### config.mk
export PLATFORM = sky130hd
export DESIGN_NAME = full_stage_error_ctrl_flat
export DESIGN_NICKNAME = d
export VERILOG_FILES = /design/src/rtl/full_stage_error_ctrl_pkg.sv /design/src/rtl/full_stage_error_ctrl_if.sv /design/src/rtl/full_stage_error_ctrl_delay_line.sv /design/src/rtl/full_stage_error_ctrl.sv /design/src/flat_wrapper.sv
export SDC_FILE = /design/constraint.sdc
export NUM_CORES = 1
export LEC_CHECK = 0
export ABC_CLOCK_PERIOD_IN_PS = 2800
export CAP_MARGIN = 0
export CELL_PAD_IN_SITES_DETAIL_PLACEMENT = 0
export CELL_PAD_IN_SITES_GLOBAL_PLACEMENT = 1
export CORE_MARGIN = 1.5
export CORE_UTILIZATION = 28
export CTS_CLUSTER_DIAMETER = 80
export CTS_CLUSTER_SIZE = 24
export DETAILED_ROUTE_END_ITERATION = 8
export GPL_TIMING_DRIVEN = 1
export PLACE_DENSITY = 0.94
export SLEW_MARGIN = 40
export SYNTH_ARGS = -nofsm -noshare
export SYNTH_HDL_FRONTEND = slang
export SYNTH_HIERARCHICAL = 1
export SYNTH_SLANG_ARGS = --single-unit
### constraint.sdc
create_clock -name clk -period 2.8 [get_ports clk]
set_clock_uncertainty 0.1 [all_clocks]
set_input_delay 0.84 -clock clk [delete_from_list [all_inputs] [get_ports clk]]
set_output_delay 0.84 -clock clk [all_outputs]
set_load 0.03 [all_outputs]
### src/rtl/full_stage_error_ctrl_pkg.sv
// Shared definitions for the full-connected stage error controller.
//   err_state_t  : tap-update sequencer states (IDLE, ARMED, UPDATE)
//   DEF_*        : default widths/depths used by the controller parameters
//   float_24_8_t : error word layout (24-bit mantissa, 8-bit exponent)
package full_err_pkg;

  typedef enum logic [1:0] {
    ST_IDLE   = 2'd0,
    ST_ARMED  = 2'd1,
    ST_UPDATE = 2'd2
  } err_state_t;

  localparam int unsigned DEF_DATA_W     = 32;
  localparam int unsigned DEF_CNT_W      = 4;
  localparam int unsigned DEF_NUM_PHASES = 4;
  localparam int unsigned DEF_FIFO_DEPTH = 2;

  typedef struct packed {
    logic [23:0] mantissa;
    logic [7:0]  exponent;
  } float_24_8_t;

endpackage

### src/rtl/full_stage_error_ctrl_if.sv
// Back-propagated error stream (valid/ready).
//   err_data : error word (float_24_8 payload)
//   err_vld  : source has a word
//   err_rdy  : sink accepts the word this cycle
// master = error source, slave = controller.
interface full_stage_error_ctrl_if #(
  parameter int unsigned DATA_W = 32
) ();
  logic [DATA_W-1:0] err_data;
  logic              err_vld;
  logic              err_rdy;

  modport master (output err_data, output err_vld, input err_rdy);
  modport slave  (input err_data, input err_vld, output err_rdy);
endinterface

### src/rtl/full_stage_error_ctrl_delay_line.sv
// full_delay_line: 1-bit shift register, synchronous active-high reset.
//   clk, reset : clock / synchronous reset
//   d          : input bit
//   q          : d delayed by DLY cycles (DLY = 0 gives a wire)
module full_delay_line #(
  parameter int unsigned DLY = 1
) (
  input  logic clk,
  input  logic reset,
  input  logic d,
  output logic q
);

  generate
    if (DLY == 0) begin : g_comb
      logic w_unused;
      assign w_unused = clk ^ reset;
      assign q = d;
    end else begin : g_reg
      logic [DLY-1:0] r_sh;
      always_ff @(posedge clk) begin
        if (reset) begin
          r_sh <= '0;
        end else begin
          r_sh[0] <= d;
          for (int unsigned i = 1; i < DLY; i++) begin
            r_sh[i] <= r_sh[i-1];
          end
        end
      end
      assign q = r_sh[DLY-1];
    end
  endgenerate

endmodule

### src/rtl/full_stage_error_ctrl.sv
// full_stage_error_ctrl: error-feedback controller for one full-connected stage.
// Accepts the error stream, counts taps / write addresses / phases, keeps a
// credit count of pending error blocks and sequences the tap-update window.
//   clk, reset          : clock, synchronous active-high reset
//   error_tap_length    : last tap index of an error block
//   load_length         : last write index per phase
//   input_stage         : stage is the network input (forces tap update)
//   state_finish        : end-of-pass strobe
//   read_finish         : tap read complete
//   err_if (slave)      : err_data / err_vld / err_rdy
//   error_*             : pass-through data, counters, depth, update strobes
//   stage_error_*       : MODE_DLY-delayed strobes to the upstream stage
// Optional (macro FULL_ERR_STALL_STAT_EN): stall_cycles, overflow_sticky.
module full_stage_error_ctrl
  import full_err_pkg::*;
#(
  parameter int unsigned DATA_W     = DEF_DATA_W,
  parameter int unsigned CNT_W      = DEF_CNT_W,
  parameter int unsigned NUM_PHASES = DEF_NUM_PHASES,
  parameter int unsigned FIFO_DEPTH = DEF_FIFO_DEPTH,
  parameter int unsigned WR_HAZ_DLY = 4,
  parameter int unsigned LATCH_DLY  = 6,
  parameter int unsigned MODE_DLY   = 2,
  localparam int unsigned PHASE_W   = $clog2(NUM_PHASES),
  localparam int unsigned DEPTH_W   = $clog2(FIFO_DEPTH + 1)
) (
  input  logic                clk,
  input  logic                reset,
  input  logic [CNT_W-1:0]    error_tap_length,
  input  logic [CNT_W-1:0]    load_length,
  input  logic                input_stage,
  input  logic                state_finish,
  input  logic                read_finish,
  full_stage_error_ctrl_if.slave err_if,
  output logic [DATA_W-1:0]   error_value,
  output logic                error_valid,
  output logic [CNT_W-1:0]    error_count,
  output logic [CNT_W-1:0]    error_sub_address,
  output logic [PHASE_W-1:0]  error_phase,
  output logic [PHASE_W-1:0]  error_phase_read,
  output logic [DEPTH_W-1:0]  error_depth,
  output logic                error_update_mode,
  output logic                error_update_latch,
  output logic                error_update_first,
  output logic                error_tap_update_out,
  output logic                error_finish_tap,
  output logic                stage_error_mode,
  output logic                stage_error_first
`ifdef FULL_ERR_STALL_STAT_EN
  ,
  output logic [15:0]         stall_cycles,
  output logic                overflow_sticky
`endif
);

  err_state_t         r_state;
  logic [CNT_W-1:0]   r_count;
  logic [CNT_W-1:0]   r_sub_addr;
  logic [PHASE_W-1:0] r_phase;
  logic [PHASE_W-1:0] r_phase_read;
  logic [DEPTH_W-1:0] r_depth;
  logic               r_tap_update;
  logic               r_latch;
  logic               r_first_int;
  logic               r_update_last;

  logic w_full, w_rdy, w_xfer, w_block_finish, w_sub_wrap;
  logic w_mode, w_first, w_wr_vld, w_push, w_pop;
  logic w_wr_vld_d, w_latch_d;

  assign w_full         = (r_depth == DEPTH_W'(FIFO_DEPTH));
  assign w_rdy          = ~w_full & ~w_wr_vld_d & ~w_latch_d;
  assign w_xfer         = err_if.err_vld & w_rdy;
  assign w_block_finish = w_xfer & (r_count == error_tap_length);
  assign w_sub_wrap     = w_xfer & (r_sub_addr == load_length);
  assign w_mode         = (r_depth != '0);
  assign w_first        = r_first_int & r_latch;
  assign w_wr_vld       = r_latch & ~w_first;
  assign w_push         = w_block_finish & r_tap_update;
  assign w_pop          = r_update_last & r_tap_update;

  assign err_if.err_rdy       = w_rdy;
  assign error_value          = err_if.err_data;
  assign error_valid          = w_xfer;
  assign error_count          = r_count;
  assign error_sub_address    = r_sub_addr;
  assign error_phase          = r_phase;
  assign error_phase_read     = r_phase_read;
  assign error_depth          = r_depth;
  assign error_update_mode    = w_mode;
  assign error_update_latch   = r_latch;
  assign error_update_first   = w_first;
  assign error_tap_update_out = r_tap_update & ~input_stage;
  assign error_finish_tap     = state_finish & r_latch;

  // Counters, tap-update toggle and pending-block credit count.
  always_ff @(posedge clk) begin
    if (reset) begin
      r_count      <= '0;
      r_sub_addr   <= '0;
      r_phase      <= '0;
      r_depth      <= '0;
      r_tap_update <= 1'b1;
    end else begin
      if (w_xfer) begin
        r_count    <= w_block_finish ? '0 : r_count + CNT_W'(1);
        r_sub_addr <= w_sub_wrap ? '0 : r_sub_addr + CNT_W'(1);
        if (w_sub_wrap) begin
          r_phase <= (r_phase == PHASE_W'(NUM_PHASES - 1)) ? '0 : r_phase + PHASE_W'(1);
        end
      end
      if (input_stage) begin
        r_tap_update <= 1'b1;
      end else if (r_update_last) begin
        r_tap_update <= ~r_tap_update;
      end
      // Simultaneous push and pop cancel; a pop with nothing pending is dropped.
      if (w_push && !w_pop) begin
        r_depth <= r_depth + DEPTH_W'(1);
      end else if (w_pop && !w_push && (r_depth != '0)) begin
        r_depth <= r_depth - DEPTH_W'(1);
      end
    end
  end

  // Update sequencer. Every state_finish reloads latch from mode, so an
  // end-of-pass in IDLE with nothing pending releases a stale latch.
  always_ff @(posedge clk) begin
    if (reset) begin
      r_state       <= ST_IDLE;
      r_latch       <= 1'b0;
      r_first_int   <= 1'b0;
      r_update_last <= 1'b0;
      r_phase_read  <= '0;
    end else begin
      r_first_int   <= 1'b0;
      r_update_last <= 1'b0;
      case (r_state)
        ST_IDLE: begin
          if (state_finish) begin
            r_latch <= w_mode;
            if (w_mode) r_state <= ST_ARMED;
          end
        end
        ST_ARMED: begin
          if (state_finish) r_latch <= w_mode;
          if (read_finish) begin
            r_state     <= ST_UPDATE;
            r_first_int <= 1'b1;
            if (r_tap_update) begin
              r_phase_read <= (r_phase_read == PHASE_W'(NUM_PHASES - 1)) ?
                              '0 : r_phase_read + PHASE_W'(1);
            end
          end
        end
        ST_UPDATE: begin
          if (state_finish) begin
            r_state       <= ST_IDLE;
            r_update_last <= w_mode;
            r_latch       <= w_mode;
          end
        end
        default: r_state <= ST_IDLE;
      endcase
    end
  end

  full_delay_line #(.DLY(WR_HAZ_DLY)) u_dly_wr_vld (
    .clk(clk), .reset(reset), .d(w_wr_vld), .q(w_wr_vld_d));
  full_delay_line #(.DLY(LATCH_DLY)) u_dly_latch (
    .clk(clk), .reset(reset), .d(r_latch), .q(w_latch_d));
  full_delay_line #(.DLY(MODE_DLY)) u_dly_first (
    .clk(clk), .reset(reset), .d(w_first), .q(stage_error_first));
  full_delay_line #(.DLY(MODE_DLY)) u_dly_mode (
    .clk(clk), .reset(reset), .d(r_latch), .q(stage_error_mode));

`ifdef FULL_ERR_STALL_STAT_EN
  logic [15:0] r_stall;
  logic        r_overflow;

  always_ff @(posedge clk) begin
    if (reset) begin
      r_stall    <= '0;
      r_overflow <= 1'b0;
    end else begin
      if (err_if.err_vld && !w_rdy && (r_stall != '1)) r_stall <= r_stall + 16'd1;
      if ((w_pop && (r_depth == '0)) || (w_block_finish && w_full)) r_overflow <= 1'b1;
    end
  end

  assign stall_cycles    = r_stall;
  assign overflow_sticky = r_overflow;
`endif

endmodule

### src/flat_wrapper.sv
// flat-port wrapper written by rule: the top's interface ports become plain ports
module full_stage_error_ctrl_flat import full_err_pkg::*;
#(
  parameter int unsigned DATA_W     = DEF_DATA_W,
  parameter int unsigned CNT_W      = DEF_CNT_W,
  parameter int unsigned NUM_PHASES = DEF_NUM_PHASES,
  parameter int unsigned FIFO_DEPTH = DEF_FIFO_DEPTH,
  parameter int unsigned WR_HAZ_DLY = 4,
  parameter int unsigned LATCH_DLY  = 6,
  parameter int unsigned MODE_DLY   = 2,
  localparam int unsigned PHASE_W   = $clog2(NUM_PHASES),
  localparam int unsigned DEPTH_W   = $clog2(FIFO_DEPTH + 1)
)
  (clk, reset, error_tap_length, load_length, input_stage, state_finish, read_finish, error_value, error_valid, error_count, error_sub_address, error_phase, error_phase_read, error_depth, error_update_mode, error_update_latch, error_update_first, error_tap_update_out, error_finish_tap, stage_error_mode, stage_error_first, err_if_err_data, err_if_err_vld, err_if_err_rdy);
  full_stage_error_ctrl_if #(.DATA_W(DATA_W)) err_if_i ();
  input  logic clk;
  input  logic reset;
  input  logic [CNT_W-1:0] error_tap_length;
  input  logic [CNT_W-1:0] load_length;
  input  logic input_stage;
  input  logic state_finish;
  input  logic read_finish;
  output logic [DATA_W-1:0] error_value;
  output logic error_valid;
  output logic [CNT_W-1:0] error_count;
  output logic [CNT_W-1:0] error_sub_address;
  output logic [PHASE_W-1:0] error_phase;
  output logic [PHASE_W-1:0] error_phase_read;
  output logic [DEPTH_W-1:0] error_depth;
  output logic error_update_mode;
  output logic error_update_latch;
  output logic error_update_first;
  output logic error_tap_update_out;
  output logic error_finish_tap;
  output logic stage_error_mode;
  output logic stage_error_first;
  input wire logic [$bits(err_if_i.err_data)-1:0] err_if_err_data;
  input wire logic [$bits(err_if_i.err_vld)-1:0] err_if_err_vld;
  output wire logic [$bits(err_if_i.err_rdy)-1:0] err_if_err_rdy;
  assign err_if_i.err_data = err_if_err_data;
  assign err_if_i.err_vld = err_if_err_vld;
  assign err_if_err_rdy = err_if_i.err_rdy;
  full_stage_error_ctrl #(.DATA_W(DATA_W), .CNT_W(CNT_W), .NUM_PHASES(NUM_PHASES), .FIFO_DEPTH(FIFO_DEPTH), .WR_HAZ_DLY(WR_HAZ_DLY), .LATCH_DLY(LATCH_DLY), .MODE_DLY(MODE_DLY)) u_core (.clk(clk), .reset(reset), .error_tap_length(error_tap_length), .load_length(load_length), .input_stage(input_stage), .state_finish(state_finish), .read_finish(read_finish), .err_if(err_if_i), .error_value(error_value), .error_valid(error_valid), .error_count(error_count), .error_sub_address(error_sub_address), .error_phase(error_phase), .error_phase_read(error_phase_read), .error_depth(error_depth), .error_update_mode(error_update_mode), .error_update_latch(error_update_latch), .error_update_first(error_update_first), .error_tap_update_out(error_tap_update_out), .error_finish_tap(error_finish_tap), .stage_error_mode(stage_error_mode), .stage_error_first(stage_error_first));
endmodule
* Word level (Yosys, flattened, before mapping) *
Cells that the tools add are included.

cells by class
  multiplexer cells = 12
  bitwise logic cells = 20
  reduce and logical (&&, ||, !) cells = 16
  $lt $le $gt $ge = 0
  shift-type cells = 0
  div/mod/pow operators = 0
  $add $sub $neg = 6
  $mul = 0
  equal/unequal tests = 11

operator list
  cell                                                                   number
  2-bit two-way mux                                                      8
  1-bit bitwise AND                                                      11
  1-bit NOT                                                              9
  4-bit by 1-bit adder with 4-bit output, second input constant          2
  2-bit equality test, second input constant                             4
  4-bit equality test                                                    2
  4-bit two-way mux                                                      2
  2-bit inequality test, second input constant                           4
  2-bit by 1-bit adder with 2-bit output, second input constant          3
  2-bit one-hot mux with 3 select lines                                  1
  3-bit OR reduction                                                     2
  2-bit AND reduction                                                    2
  4-bit AND reduction                                                    1
  2-bit nonzero test                                                     2
  2-bit OR reduction                                                     2
  1-bit logical AND                                                      3
  3-bit AND reduction                                                    1
  2-bit by 1-bit equality test with 1-bit output, second input constant  1
  1-bit logical NOT                                                      2
  2-bit logical NOT                                                      1
  2-bit by 1-bit subtractor with 2-bit output, second input constant     1
  1-bit two-way mux                                                      1

storage, ports and cells
  memory bits (writable) = 0
  memories = 0
  output and inout port bits = 55
  memory bits (read-only) = 0
  bits in latches = 0
  input bits = 46
  flip-flop bits (word level) = 34

* Longest topological paths before layout *
Gate-level depths: netlist (run 1).

  depth in word-level cells = 12
  depth in mapped cells = 7

* Cells and area by module *
Netlist (run 1), hierarchy kept.

modules (own cells, without submodules)
  module                                    area an instance (um^2)  times used  sequential area each (um^2)  cells an instance
  full_stage_error_ctrl                     1345.0                   1           400.4                        156
  full_delay_line (u_core.u_dly_latch)      157.7                    1           120.1                        12
  full_delay_line (u_core.u_dly_first ...)  52.6                     2           40.0                         4
  full_delay_line (u_core.u_dly_wr_vld)     105.1                    1           80.1                         8

* Least setup slack after synthesis (run 1) *
No wires, ideal clock.

  kind = input-to-output
  from = in input_stage
  to = out error_tap_update_out
  data arrival time = 1.272 ns
  stages on the path = 1
  buffers on the path = 0
  slack = 0.588 ns
  path through = nor2b_1

between the ends
  word-level cells in the longest chain between the ends = 2

ends and longest elaborated chain
  item               line                         RTL
  from (decl)        flat_wrapper.sv:20           input logic input_stage;
  1-bit NOT          full_stage_error_ctrl.sv:93  assign error_tap_update_out = r_tap_update & ~input_stage;
  1-bit bitwise AND  full_stage_error_ctrl.sv:93
  to (decl)          flat_wrapper.sv:33           output logic error_tap_update_out;

No other way between the ends.

* Final worst setup path (run 1) *
  from = reg u_core.r_depth[0], in the netlist u_core/error_depth[0]
  to = out err_if_err_rdy

between the ends
  word-level cells in the longest chain between the ends = 4

ends and longest elaborated chain
  item                             line                          RTL
  from (decl)                      full_stage_error_ctrl.sv:61   logic [DEPTH_W-1:0] r_depth;
  from (signal assigned)           full_stage_error_ctrl.sv:119  r_depth <= r_depth + DEPTH_W'(1);
  from (signal assigned)           full_stage_error_ctrl.sv:121  r_depth <= r_depth - DEPTH_W'(1);
  2-bit equality test              full_stage_error_ctrl.sv:71   assign w_full = (r_depth == DEPTH_W'(FIFO_DEPTH));
  1-bit NOT                        full_stage_error_ctrl.sv:72   assign w_rdy = ~w_full & ~w_wr_vld_d & ~w_latch_d;
  1-bit bitwise AND (2 in series)  full_stage_error_ctrl.sv:72
  to (decl)                        flat_wrapper.sv:39            output wire logic [$bits(err_if_i.err_rdy)-1:0] err_if_err_rdy;

No other way between the ends.

==> impl_table.tex, run 1 <==
\begin{tabular}{lr}
\hline
Metric & Value \\
\hline
\multicolumn{2}{l}{\textbf{Run status}} \\
Outcome & complete, no violations \\
\multicolumn{2}{l}{\textbf{Clock tree}} \\
Cts hold-fix bufs & 0 \\
Post-cts sizing count & 0 \\
Number of buffers added by the clock tree synthesis step & 5 \\
Bufs on Longest Clock Path & 2 \\
TritonCTS sink count & 34 \\
TritonCTS clock tree & done \\
\# H-tree levels & 2 \\
Root buf cell & clkbuf\_8 \\
Setup bufs post-CTS & 0 \\
Clock transition time at the flip-flop clock pins of the worst setup and hold paths & roughly 0.07 ns \\
Clock latency reported for the late side of the worst-skew pair & between 0.2 and 0.3 ns \\
\multicolumn{2}{l}{\textbf{Drt}} \\
First DRT Iteration DRCs & 51 \\
Drt pass-1 iters & 4 \\
Drc violations & 0 \\
Total wire length & around 3200 µm \\
Vias per cell & $\sim$4.5 \\
Antenna viol nets, final & 0 \\
Wire length per cell & between 10 and 15 µm \\
Total via count in the routed design & 1229 \\
\multicolumn{2}{l}{\textbf{Placed design}} \\
Input/output buffers & 36 \\
Routability-driven placement congestion ratio & a little over 0.7 \\
Detailed placer's ending HPWL & between 2000 and 2500 µm \\
\multicolumn{2}{l}{\textbf{Cells and area}} \\
Final core area utilization & 0.345 \\
Filler cell count & roughly 600 \\
Area growth from synthesis to layout & 19.4\% \\
Net count reported at finish & about 250 \\
Ratio of cells with drive above 1 in the final layout & 0.137 \\
Antenna Diode Count & 0 \\
\multicolumn{2}{l}{\textbf{Synthesis}} \\
Post-Syn Nets & 234 \\
Count of distinct cell types in the synthesized netlist & 38 \\
Combinational family with the most area after synthesis & simple AND/OR/NAND/NOR gates \\
Simple-gate share of the synthesized area & 0.253 \\
Top cell type's share of synthesized area & 0.397 \\
Largest area contributor in the netlist & dfxtp\_1 \\
Portion of netlist area occupied by mux cells & 0.0190 \\
Cell area after synthesis & around 1700 µm² \\
Yosys reg bits & 34 \\
Post-synthesis compound-gate area fraction & 0.0621 \\
XOR/XNOR Fraction of Synth Area & 0.0665 \\
Mapped Cells & $\sim$180 \\
Number of warnings printed during yosys synthesis & 6 \\
Fraction of the mapped netlist area in adder cells & 0.0292 \\
Sequential area share after synthesis & 0.397 \\
Ranking of synthesized cells by area & dfxtp\_1, buf\_4, nor2b\_1 \\
Mean instance size in the synthesized netlist & slightly above 9 µm² \\
\multicolumn{2}{l}{\textbf{Floorplan}} \\
Initial core utilization & 0.289 \\
Die height & roughly 80 µm \\
Total die area & $\sim$6600 µm² \\
Standard cell core area & between 5000 and 6000 µm² \\
Top Ports & 101 \\
Width of the chip & $\sim$81 µm \\
Number of rows in the core area & 28 \\
\multicolumn{2}{l}{\textbf{Global route}} \\
Global-route wire length before repair & roughly 5300 µm \\
Overall global routing resource usage & 0.104 \\
Number of antenna violations at the first check in global routing & 0 \\
Number of global-route vias before repair & between 1k and 1.5k \\
Maximum number of pins on one net before global-route repair & 14 \\
Total global routing overflow & 0 \\
\multicolumn{2}{l}{\textbf{Pwr}} \\
Static Leakage & 0.745 nW \\
VDD IR max & between 0.15 and 0.2 mV \\
Clk pwr share & 0.414 \\
Combinational Power Share & 0.120 \\
Switch Pwr & 0.267 mW \\
Switching share of power & 0.245 \\
Sequential power share & 0.466 \\
Power density over the cells & $\sim$530 nW/µm² \\
Internal power of the cells & 0.825 mW \\
\multicolumn{2}{l}{\textbf{Worst hold path}} \\
Hold Crit Class & register to register \\
Hold path startpoint & u\_core/u\_dly\_latch/g\_reg.r\_sh[2]\$\_SDFF\_PP0\_ \\
Number of stages on the worst hold path & 1 \\
\multicolumn{2}{l}{\textbf{Run}} \\
Reported max-cap violation count & 0 \\
\multicolumn{2}{l}{\textbf{Critical path}} \\
Setup slack of the most critical reg-to-reg path & 0.90 ns \\
Data arrival, critical path & 1.74 ns \\
Crit Path Class & register to output pin \\
CP Data Required Time & $\sim$1.9 ns \\
Crit start category & register \\
Worst reg2reg path endpoint & u\_core/error\_phase[0]\$\_SDFFE\_PP0P\_ \\
Beginning of the critical path & u\_core/error\_depth[0]\$\_SDFFE\_PP0P\_ \\
Cell count of the worst reg-to-reg path & 6 \\
Startpoint of the most critical register-to-register path & u\_core/error\_depth[0]\$\_SDFFE\_PP0P\_ \\
Endpoint of the worst setup timing path & err\_if\_err\_rdy \\
Critical-path maximum fanout & 10 \\
Crit. End Element & output pin \\
\multicolumn{2}{l}{\textbf{STA}} \\
Actual transition at the worst max-transition pin & between 0.3 and 0.4 ns \\
FMAX & 0.373 GHz \\
Unrepaired setup endpoints after global routing & no \\
Endpoints failing setup & 0 \\
Pins Over Slew Limit & 0 \\
Final hold violation count & 0 \\
Remaining max-slew budget at the tightest pin & 0.778 \\
Shortest clock period the worst path allows after layout & 2.68 ns \\
Setup TNS & 0 ns \\
Post-route fraction of the period consumed by the critical path & 0.958 \\
\hline
\end{tabular}
==> logic make-up (layout without fill, tap and decap cells) <==
kind of cell	count (synthesis)	count (layout)
and+or+nand+nor	72	72
buffers and inverters	41	54
DFF	34	34
AOI/OAI and AO/OA	17	17
xor gates and xnor gates	13	13
adders and majority gates	4	4
muxes	3	3
==> through the flow <==
stage / power (mW) / instance area (µm²) / setup slack, ns / instances / hold WS, ns
6_report: 1.09 / 2040 / 0.118 / 272 / 0.342
2_1_floorplan: 0.676 / 1710 / 0.588 / 184 / 0.314
5_1_grt: 1.14 / 2040 / 0.0378 / 272 / 0.362
3_3_place_gp: 0.651 / 1930 / 0.150 / 264 / 0.316
4_1_cts: 1.11 / 2040 / 0.0999 / 272 / 0.347
3_5_place_dp: 0.652 / 1930 / 0.169 / 264 / 0.330
==> layer usage <==
layer	vias to the layer above	GRT usage	wire (µm)
met5	-	0	0
met4	0	0.0448	23
met3	6	0.0517	287
met2	47	0.150	1380
met1	556	0.129	1510
li1	620	-	-
==> area by class of cell <==
class                      instances  area, µm²  share of cell area
inverter                           2       7.51             0.00367
tap                               75       93.8              0.0459
sequential                        34        681               0.333
clock buffer                       5       68.8              0.0337
multi-input combinational        109        736               0.360
timing repair buffer              44        413               0.202
clock inverter                     3       45.0              0.0220
==> placed cells by master (no fill, tap or decap), drive strengths merged, types with 3 or more instances in the layout <==
cell	instances
clkdlybuf4s50	33
nand3	5
nor2	7
a21oi	9
xnor2	8
nand4	7
ha	4
nor2b	16
buf	11
dfxtp	34
and2	3
or3	5
clkbuf	5
xor2	5
nor3	5
nand2	10
==> registers in the layout, summed over array words and instances (netlist names), 4 cells and up <==
register,flops
u_core/error_sub_address,4
u_core/u_dly_wr_vld/g_reg.r_sh,4
u_core/error_count,4
u_core/u_dly_latch/g_reg.r_sh,6
==> critical path, stage by stage, from the launching register on <==
cell and delay, ns:
dfxtp_1 0.50, nand2b_2 0.19, and2_1 0.12, clkdlybuf4s50_1 0.66
==> cell usage after synthesis <==
master     n
o32a_1     1
buf_4     32
nor2_2     1
a31oi_1    1
a311oi_1   1
o21ai_0    2
dfxtp_1   34
o31ai_1    1
buf_6      3
or2b_1     2
nand3_1    4
nand4b_1   1
nand3b_1   2
or3_1      5
o221a_2    1
mux2_2     2
nor3_1     5
clkbuf_1   4
or4_1      1
o211ai_1   1
nor3b_1    1
xor2_1     5
nand3_4    1
or3b_2     2
ha_1       4
nor2b_1   16
nand2_1   10
and3_1     2
mux2i_1    1
nand4_1    7
nor4b_1    1
and2_1     3
nand2b_2   1
xnor2_1    8
and4_1     1
a21oi_1    9
nor2_1     6
inv_1      2
==> how the worst min path moves through the flow <==
stage / end / slack, ns
2_1_floorplan: u_core/u_dly_first/g_reg.r_sh[1]$_SDFF_PP0_ / 0.31
3_3_place_gp: u_core/u_dly_latch/g_reg.r_sh[5]$_SDFF_PP0_ / 0.32
3_5_place_dp: u_core/u_dly_latch/g_reg.r_sh[3]$_SDFF_PP0_ / 0.33
4_1_cts: u_core/u_dly_latch/g_reg.r_sh[3]$_SDFF_PP0_ / 0.35
5_1_grt: u_core/u_dly_latch/g_reg.r_sh[3]$_SDFF_PP0_ / 0.36
6_report: u_core/u_dly_latch/g_reg.r_sh[3]$_SDFF_PP0_ / 0.34
==> power by group through the flow <==
stage | Clock [mW] | Combinational [mW] | Sequential, mW
finish | 0.452 | 0.132 | 0.509
global route | 0.491 | 0.142 | 0.511
CTS | 0.467 | 0.132 | 0.509
detailed placement | 0 | 0.131 | 0.521
global placement | 0 | 0.130 | 0.520
floorplan | 0 | 0.144 | 0.533
Note: power is estimated with default switching activity, not from simulation.
==> run 2: changes to the inputs <==
--- a/config.mk
+++ b/config.mk
@@ -7,15 +7,13 @@
 export LEC_CHECK = 0
 export ABC_CLOCK_PERIOD_IN_PS = 2800
 export CAP_MARGIN = 0
-export CELL_PAD_IN_SITES_DETAIL_PLACEMENT = 0
-export CELL_PAD_IN_SITES_GLOBAL_PLACEMENT = 1
 export CORE_MARGIN = 1.5
-export CORE_UTILIZATION = 28
+export CORE_UTILIZATION = 41
 export CTS_CLUSTER_DIAMETER = 80
 export CTS_CLUSTER_SIZE = 24
 export DETAILED_ROUTE_END_ITERATION = 8
 export GPL_TIMING_DRIVEN = 1
-export PLACE_DENSITY = 0.94
+export PLACE_DENSITY = 0.86
 export SLEW_MARGIN = 40
 export SYNTH_ARGS = -nofsm -noshare
 export SYNTH_HDL_FRONTEND = slang
==> run 2 against run 1 <==
  * Sequential cell count is the same
  * Non-clock buffer count is the same
  * Critical path type unchanged
  * Critical path depth is the same
  * Clock power shrank 28%
  * Final area shrank 3.4%
  * Via count grew 0.98%
  * Die area shrank 31%
==> impl_table.tex, run 2 (synthesized netlist as in run 1, its figures left out) <==
\begin{tabular}{lr}
\hline
Metric & Value \\
\hline
\multicolumn{2}{l}{\textbf{Run status}} \\
Outcome & complete, no violations \\
\multicolumn{2}{l}{\textbf{Global route}} \\
Total global routing overflow & 0 (unchanged) \\
Met3 capacity usage during global routing & 0.0633 (+0.0116) \\
Number of antenna violations at the first check in global routing & 0 (unchanged) \\
Maximum number of pins on one net before global-route repair & 26 (+12) \\
Met2 Use GR & 0.214 (+0.0645) \\
Number of global-route vias before repair & 1076 (-7.6\%) \\
Overall global routing resource usage & 0.142 (+0.0381) \\
Met1 GRT Util & 0.174 (+0.0452) \\
Global-route wire length before repair & 4710 µm (-11\%) \\
Grt peak-use layer & met2 \\
\multicolumn{2}{l}{\textbf{Drt}} \\
Total via count in the routed design & 1241 (+0.98\%) \\
Drc violations & 0 (unchanged) \\
Drt pass-1 iters & 4 (unchanged) \\
Wire length per cell & 12.3 µm (+4.7\%) \\
First DRT Iteration DRCs & 79 (+55\%) \\
Antenna viol nets, final & 0 (unchanged) \\
Vias per cell & 5.04 (+12\%) \\
Total wire length & 3030 µm (-5.3\%) \\
\multicolumn{2}{l}{\textbf{Pwr}} \\
VDD IR max & 0.247 mV (+31\%) \\
Power density over the cells & 488 nW/µm² (-8.6\%) \\
Post-layout power & 0.965 mW (-12\%) \\
Static Leakage & 0.733 nW (-1.7\%) \\
\multicolumn{2}{l}{\textbf{STA}} \\
Setup TNS & 0 ns (unchanged) \\
Remaining max-slew budget at the tightest pin & 0.781 (+0.00297) \\
Post-route fraction of the period consumed by the critical path & 0.956 (-0.00177) \\
FMAX & 0.374 GHz (+0.18\%) \\
Unrepaired setup endpoints after global routing & no \\
Pins Over Slew Limit & 0 (unchanged) \\
Endpoints failing setup & 0 (unchanged) \\
Final hold violation count & 0 (unchanged) \\
Shortest clock period the worst path allows after layout & 2.68 ns (-0.00495 ns) \\
Actual transition at the worst max-transition pin & 0.328 ns (-0.00449 ns) \\
\multicolumn{2}{l}{\textbf{Cells and area}} \\
Max reg flops & 6 (unchanged) \\
Final core area utilization & 0.494 (+0.149) \\
Reg with most FFs & u\_core/u\_dly\_latch/g\_reg.r\_sh \\
Net count reported at finish & 246 (unchanged) \\
Area growth from synthesis to layout & 15.3\% \\
Ratio of cells with drive above 1 in the final layout & 0.122 (-0.0146) \\
Commonest cells after routing, fill and taps aside & dfxtp\_1, clkdlybuf4s50\_1, nor2b\_1 \\
Layout Cells excl Fill & 246 (-9.6\%) \\
Commonest non-fill, non-tap cell in the layout & dfxtp\_1 \\
Area of all placed cells without fillers & 1980 µm² (-3.4\%) \\
Filler cell count & 388 (-35\%) \\
Antenna Diode Count & 0 (unchanged) \\
\multicolumn{2}{l}{\textbf{Critical path}} \\
CP Data Required Time & 1.86 ns (about the same) \\
Data arrival, critical path & 1.74 ns (about the same) \\
Crit start category & register \\
Crit Path Class & register to output pin \\
Setup slack of the most critical reg-to-reg path & 0.93 ns (+0.03 ns) \\
Critical-path maximum fanout & 10 (unchanged) \\
Crit. End Element & output pin \\
\multicolumn{2}{l}{\textbf{Placed design}} \\
Post-Place Cell Area & 1900 µm² (-1.6\%) \\
Input/output buffers & 36 (unchanged) \\
Routability-driven placement congestion ratio & 0.745 (+5.9\%) \\
Detailed placer's ending HPWL & 2160 µm (-6.7\%) \\
Cell Count Post-Placement & 239 (-9.5\%) \\
\multicolumn{2}{l}{\textbf{Clock tree}} \\
Bufs on Longest Clock Path & 2 (unchanged) \\
Number of buffers added by the clock tree synthesis step & 5 (unchanged) \\
Post-cts sizing count & 0 (unchanged) \\
TritonCTS clock tree & done \\
Clock transition time at the flip-flop clock pins of the worst setup and hold paths & 0.06 ns (about the same) \\
Setup bufs post-CTS & 0 (unchanged) \\
Cts hold-fix bufs & 0 (unchanged) \\
\# H-tree levels & 2 (unchanged) \\
Root buf cell & clkbuf\_8 \\
TritonCTS sink count & 34 (unchanged) \\
Clock latency reported for the late side of the worst-skew pair & 0.28 ns (about the same) \\
\multicolumn{2}{l}{\textbf{Floorplan}} \\
Total die area & 4570 µm² (-31\%) \\
Top Ports & 101 (unchanged) \\
Number of rows in the core area & 23 (-18\%) \\
Die height & 67.6 µm (-17\%) \\
Standard cell core area & 4000 µm² (-32\%) \\
Width of the chip & 67.6 µm (-17\%) \\
Initial core utilization & 0.428 (+0.139) \\
\multicolumn{2}{l}{\textbf{Run}} \\
Reported max-cap violation count & 0 (unchanged) \\
\multicolumn{2}{l}{\textbf{Worst hold path}} \\
Hold Crit Class & register to register \\
\hline
\end{tabular}
-- run 2: cell types whose count changed in the layout (fill, tap and decap cells not counted) --
cell	change
clkinvlp_4	-2
clkbuf_1	+2
bufinv_16	-1
-- run 2: worst paths after layout --
kind,from,end,cells past startpoint
setup / recovery,u_core/error_depth[0]$_SDFFE_PP0P_,err_if_err_rdy,3
hold / removal,u_core/u_dly_mode/g_reg.r_sh[0]$_SDFF_PP0_,u_core/u_dly_mode/g_reg.r_sh[1]$_SDFF_PP0_,1
setup reg to reg,u_core/error_depth[0]$_SDFFE_PP0P_,u_core/error_phase[0]$_SDFFE_PP0P_,6
hold reg to reg,u_core/u_dly_mode/g_reg.r_sh[0]$_SDFF_PP0_,u_core/u_dly_mode/g_reg.r_sh[1]$_SDFF_PP0_,1
-- run 2: per-layer routing --
layer  wire length (µm)  up-vias  part of all wire
met5                  0        -                 0
met4                 48        0             0.016
met3                333        5              0.11
met2               1370       52              0.45
met1               1280      568              0.42
li1                   -      616                 -
-- run 2: critical path: stages (launching register included) --
cell             delay [ns]
dfxtp_1                0.48
nand2b_2               0.19
and2_1                 0.13
clkdlybuf4s50_1        0.66
-- run 2: layout make-up --
cell class | instances | area [µm²] | area share
multi-input combinational | 109 | 736 | 0.372
sequential | 34 | 681 | 0.345
timing repair buffer | 44 | 413 | 0.209
clock buffer | 7 | 76.3 | 0.0386
tap | 50 | 62.6 | 0.0317
inverter | 2 | 7.51 | 0.00380
-- run 2: per-stage QoR --
stage	setup slack (ns)	hold WS, ns
after global placement	0.163	0.317
after global routing	0.0189	0.346
after CTS	0.0959	0.339
after floorplan	0.588	0.314
after detailed placement	0.166	0.323
final	0.123	0.335
-- run 2: report_power, final --
part | total (mW) | switching [mW] | internal (mW)
sequential | 0.510 | 0.0139 | 0.496
clock | 0.325 | 0.154 | 0.171
combinational | 0.131 | 0.0654 | 0.0652
==> run 3: changes to the inputs <==
--- a/config.mk
+++ b/config.mk
@@ -7,15 +7,16 @@
 export LEC_CHECK = 0
 export ABC_CLOCK_PERIOD_IN_PS = 2800
 export CAP_MARGIN = 0
+export CELL_PAD_IN_SITES_DETAIL_PLACEMENT = 0
+export CELL_PAD_IN_SITES_GLOBAL_PLACEMENT = 2
 export CORE_MARGIN = 1.5
-export CORE_UTILIZATION = 41
+export CORE_UTILIZATION = 21
 export CTS_CLUSTER_DIAMETER = 80
 export CTS_CLUSTER_SIZE = 24
 export DETAILED_ROUTE_END_ITERATION = 8
 export GPL_TIMING_DRIVEN = 1
-export PLACE_DENSITY = 0.86
+export PLACE_DENSITY_LB_ADDON = 0.1
 export SLEW_MARGIN = 40
 export SYNTH_ARGS = -nofsm -noshare
 export SYNTH_HDL_FRONTEND = slang
-export SYNTH_HIERARCHICAL = 1
 export SYNTH_SLANG_ARGS = --single-unit
==> run 3 against run 2 <==
  * Synthesized cell count decreased by 7.1%
  * Non-clock buffer count decreased by 2
  * Largest power group unchanged
  * Routed wire length increased by 14%
  * Sequential cell count decreased by 2
  * Clock power increased by 35%
  * Global-route usage decreased by 5.0 points
  * Worst hold slack got worse by 0.0031 ns
  * Cell count increased by 15%
  * Synthesized area decreased by 6.6%
  * Highest routed layer unchanged
  * Clock-buffer cell count decreased by 1
==> impl_table.tex, run 3 <==
\begin{tabular}{lr}
\hline
Metric & Value \\
\hline
\multicolumn{2}{l}{\textbf{Global route}} \\
Maximum number of pins on one net before global-route repair & 19 (-27\%) \\
Overall global routing resource usage & 0.0913 (-0.0504) \\
Total global routing overflow & 0 (unchanged) \\
Number of global-route vias before repair & 1263 (+17\%) \\
Global-route wire length before repair & 6180 µm (+31\%) \\
Number of antenna violations at the first check in global routing & 0 (unchanged) \\
\multicolumn{2}{l}{\textbf{Worst hold path}} \\
Hold Crit Class & register to register \\
\multicolumn{2}{l}{\textbf{Synthesis}} \\
Number of warnings printed during yosys synthesis & 0 (-6) \\
Simple-gate share of the synthesized area & 0.213 (-0.0393) \\
Post-Syn Nets & 221 (-5.6\%) \\
Commonest cells in the netlist & buf\_4, dfxtp\_1, nor2b\_1 \\
Mean instance size in the synthesized netlist & 9.36 µm² (+0.53\%) \\
Ranking of synthesized cells by area & dfxtp\_1, buf\_4, xor2\_1 \\
Portion of netlist area occupied by mux cells & 0.0391 (+0.0201) \\
Cell area after synthesis & 1600 µm² (-6.6\%) \\
Most used flip-flop cell after synthesis & dfxtp\_1 \\
Fraction of the mapped netlist area in adder cells & 0.0313 (+0.00206) \\
Sequential area share after synthesis & 0.400 (+0.00294) \\
Count of distinct cell types in the synthesized netlist & 36 (-5.3\%) \\
Mapped Cells & 171 (-7.1\%) \\
EDFF count, synth & 0 (unchanged) \\
Yosys reg bits & 32 (-5.9\%) \\
Async set-reset flop share out of synthesis & 0 (unchanged) \\
Leading cell type by number of instances after synthesis & buf\_4 \\
Combinational family with the most area after synthesis & simple AND/OR/NAND/NOR gates \\
XOR/XNOR Fraction of Synth Area & 0.0711 (+0.00468) \\
Top cell type's share of synthesized area & 0.400 (+0.00294) \\
Post-synthesis compound-gate area fraction & 0.0688 (+0.00671) \\
Largest area contributor in the netlist & dfxtp\_1 \\
\multicolumn{2}{l}{\textbf{STA}} \\
Final hold violation count & 0 (unchanged) \\
Setup TNS & 0 ns (unchanged) \\
Post-route fraction of the period consumed by the critical path & 0.958 (+0.00225) \\
Pins Over Slew Limit & 0 (unchanged) \\
Shortest clock period the worst path allows after layout & 2.68 ns (+0.00630 ns) \\
Endpoints failing setup & 0 (unchanged) \\
Remaining max-slew budget at the tightest pin & 0.730 (-0.0502) \\
Final hold slack & 0.332 ns (-0.00308 ns) \\
Unrepaired setup endpoints after global routing & no \\
Final worst slack & 0.117 ns (-0.00630 ns) \\
FMAX & 0.373 GHz (-0.23\%) \\
Actual transition at the worst max-transition pin & 0.401 ns (+0.0727 ns) \\
\multicolumn{2}{l}{\textbf{Pwr}} \\
Internal power of the cells & 0.805 mW (+10\%) \\
VDD IR max & 0.180 mV (-27\%) \\
Post-layout power & 1.08 mW (+11\%) \\
Power density over the cells & 546 nW/µm² (+12\%) \\
Switch Pwr & 0.270 mW (+16\%) \\
Clk pwr share & 0.408 (+0.072) \\
Combinational Power Share & 0.142 (+0.007) \\
Switching share of power & 0.251 (+0.00990) \\
Sequential power share & 0.449 (-0.079) \\
Static Leakage & 0.763 nW (+4.2\%) \\
\multicolumn{2}{l}{\textbf{Floorplan}} \\
Standard cell core area & 7330 µm² (+83\%) \\
Number of rows in the core area & 31 (+35\%) \\
Die height & 90.3 µm (+34\%) \\
Total die area & 8150 µm² (+78\%) \\
Width of the chip & 90.3 µm (+34\%) \\
Top Ports & 101 (unchanged) \\
Initial core utilization & 0.218 (-0.210) \\
\multicolumn{2}{l}{\textbf{Clock tree}} \\
Root buf cell & clkbuf\_8 \\
Clock transition time at the flip-flop clock pins of the worst setup and hold paths & 0.07 ns (about the same) \\
Cts hold-fix bufs & 0 (unchanged) \\
Number of buffers added by the clock tree synthesis step & 5 (unchanged) \\
Bufs on Longest Clock Path & 2 (unchanged) \\
Clock latency reported for the late side of the worst-skew pair & 0.28 ns (about the same) \\
TritonCTS sink count & 32 (-5.9\%) \\
\# H-tree levels & 2 (unchanged) \\
TritonCTS clock tree & done \\
\multicolumn{2}{l}{\textbf{Placed design}} \\
Cell Count Post-Placement & 275 (+15\%) \\
Post-Place Cell Area & 1860 µm² (-2.3\%) \\
Detailed placer's ending HPWL & 2510 µm (+16\%) \\
Routability-driven placement congestion ratio & 0.717 (-3.8\%) \\
Input/output buffers & 36 (unchanged) \\
Pre-CTS worst setup slack & -0.0457 ns (-0.212 ns) \\
\multicolumn{2}{l}{\textbf{Cells and area}} \\
Reg with most FFs & u\_core.u\_dly\_latch.g\_reg.r\_sh \\
Layout Cells excl Fill & 283 (+15\%) \\
Area used by multi-input combinational logic & 678 µm² (-7.8\%) \\
Max reg flops & 5 (-1) \\
Final core area utilization & 0.269 (-0.225) \\
Net count reported at finish & 233 (-5.3\%) \\
Combined flip-flop and latch cell area & 641 µm² (-5.9\%) \\
Antenna Diode Count & 0 (unchanged) \\
Filler cell count & 785 (+100\%) \\
Area growth from synthesis to layout & 23.1\% \\
Area of all placed cells without fillers & 1970 µm² (-0.32\%) \\
Ratio of cells with drive above 1 in the final layout & 0.125 (+0.00255) \\
Commonest cells after routing, fill and taps aside & clkdlybuf4s50\_1, dfxtp\_1, nor2b\_1 \\
\multicolumn{2}{l}{\textbf{Critical path}} \\
Crit. End Element & output pin \\
Cell type of the slowest stage on the worst timing path & clkdlybuf4s50\_1 \\
Crit Path Class & register to output pin \\
Data arrival, critical path & 1.74 ns (about the same) \\
Crit start category & register \\
Max incr delay on CP & 0.68 ns (+0.02 ns) \\
Critical path, cell by cell & nor2\_1, inv\_1, clkdlybuf4s50\_1 \\
Critical-path maximum fanout & 8 (-2) \\
CP Data Required Time & 1.86 ns (about the same) \\
\multicolumn{2}{l}{\textbf{Drt}} \\
Antenna viol nets, final & 0 (unchanged) \\
Drt pass-1 iters & 4 (unchanged) \\
Vias per cell & 4.13 (-18\%) \\
Total via count in the routed design & 1168 (-5.9\%) \\
Total wire length & 3460 µm (+14\%) \\
First DRT Iteration DRCs & 28 (-65\%) \\
Wire length per cell & 12.2 µm (-0.75\%) \\
Drc violations & 0 (unchanged) \\
\multicolumn{2}{l}{\textbf{Run}} \\
Reported max-cap violation count & 0 (unchanged) \\
\multicolumn{2}{l}{\textbf{Run status}} \\
Outcome & complete, no violations \\
\hline
\end{tabular}
==> run 3: worst max-delay path, delay by kind of cell (launching register included) <==
kind / cells / cell delay [ns]
flops: 1 / 0.55
simple gates: 1 / 0.13
buf+inv: 2 / 0.79
==> run 3: path summary, 6_finish.rpt <==
path                                                                     end  slack, ns                                         start  cells after the start
worst min register to register  u_core.u_dly_wr_vld.g_reg.r_sh[2]$_SDFF_PP0_       0.33  u_core.u_dly_wr_vld.g_reg.r_sh[1]$_SDFF_PP0_                      1
worst max register to register            u_core.error_depth[1]$_SDFFE_PP0P_       0.96            u_core.error_depth[1]$_SDFFE_PP0P_                      5
worst min-delay path            u_core.u_dly_wr_vld.g_reg.r_sh[2]$_SDFF_PP0_       0.33  u_core.u_dly_wr_vld.g_reg.r_sh[1]$_SDFF_PP0_                      1
worst max-delay path                                       error_update_mode       0.12            u_core.error_depth[1]$_SDFFE_PP0P_                      3
==> run 3: layer usage <==
layer  routed length, µm  vias to the layer above  global-route usage  part of all wire
met1                1660                      525               0.114              0.48
met5                   0                        -                   0                 0
met3                 282                       16              0.0404             0.082
li1                    -                      567                   -                 -
met4                  76                        0              0.0384             0.022
met2                1440                       60               0.136              0.42
==> run 3: final cells by class <==
cell class / instances / area share
clock buffer: 6 / 0.0368
clock inverter: 2 / 0.0178
inverter: 4 / 0.00762
multi-input combinational: 98 / 0.344
sequential: 32 / 0.325
tap: 99 / 0.0629
timing repair buffer: 42 / 0.205
==> run 3: cells by family (layout without fill, tap and decap cells) <==
group	Yosys count	in the layout
flops	32	32
fa+ha+maj	4	4
compound gates	15	15
xor+xnor	13	13
simple gates	60	60
mux	6	6
buf+inv	41	54
==> run 3: power groups by stage <==
stage | clock [mW] | sequential [mW] | combinational, mW
finish | 0.439 | 0.483 | 0.153
floorplan | 0 | 0.512 | 0.152
global placement | 0 | 0.494 | 0.153
global route | 0.481 | 0.486 | 0.169
detailed placement | 0 | 0.494 | 0.153
CTS | 0.464 | 0.484 | 0.154
==> run 3: what timing repair did <==
action | in CTS | in global routing
pin swaps | 1 | 1
resized for setup | 0 | 3
endpoints found under the setup margin | 1 | 1
setup buffers | 0 | 0
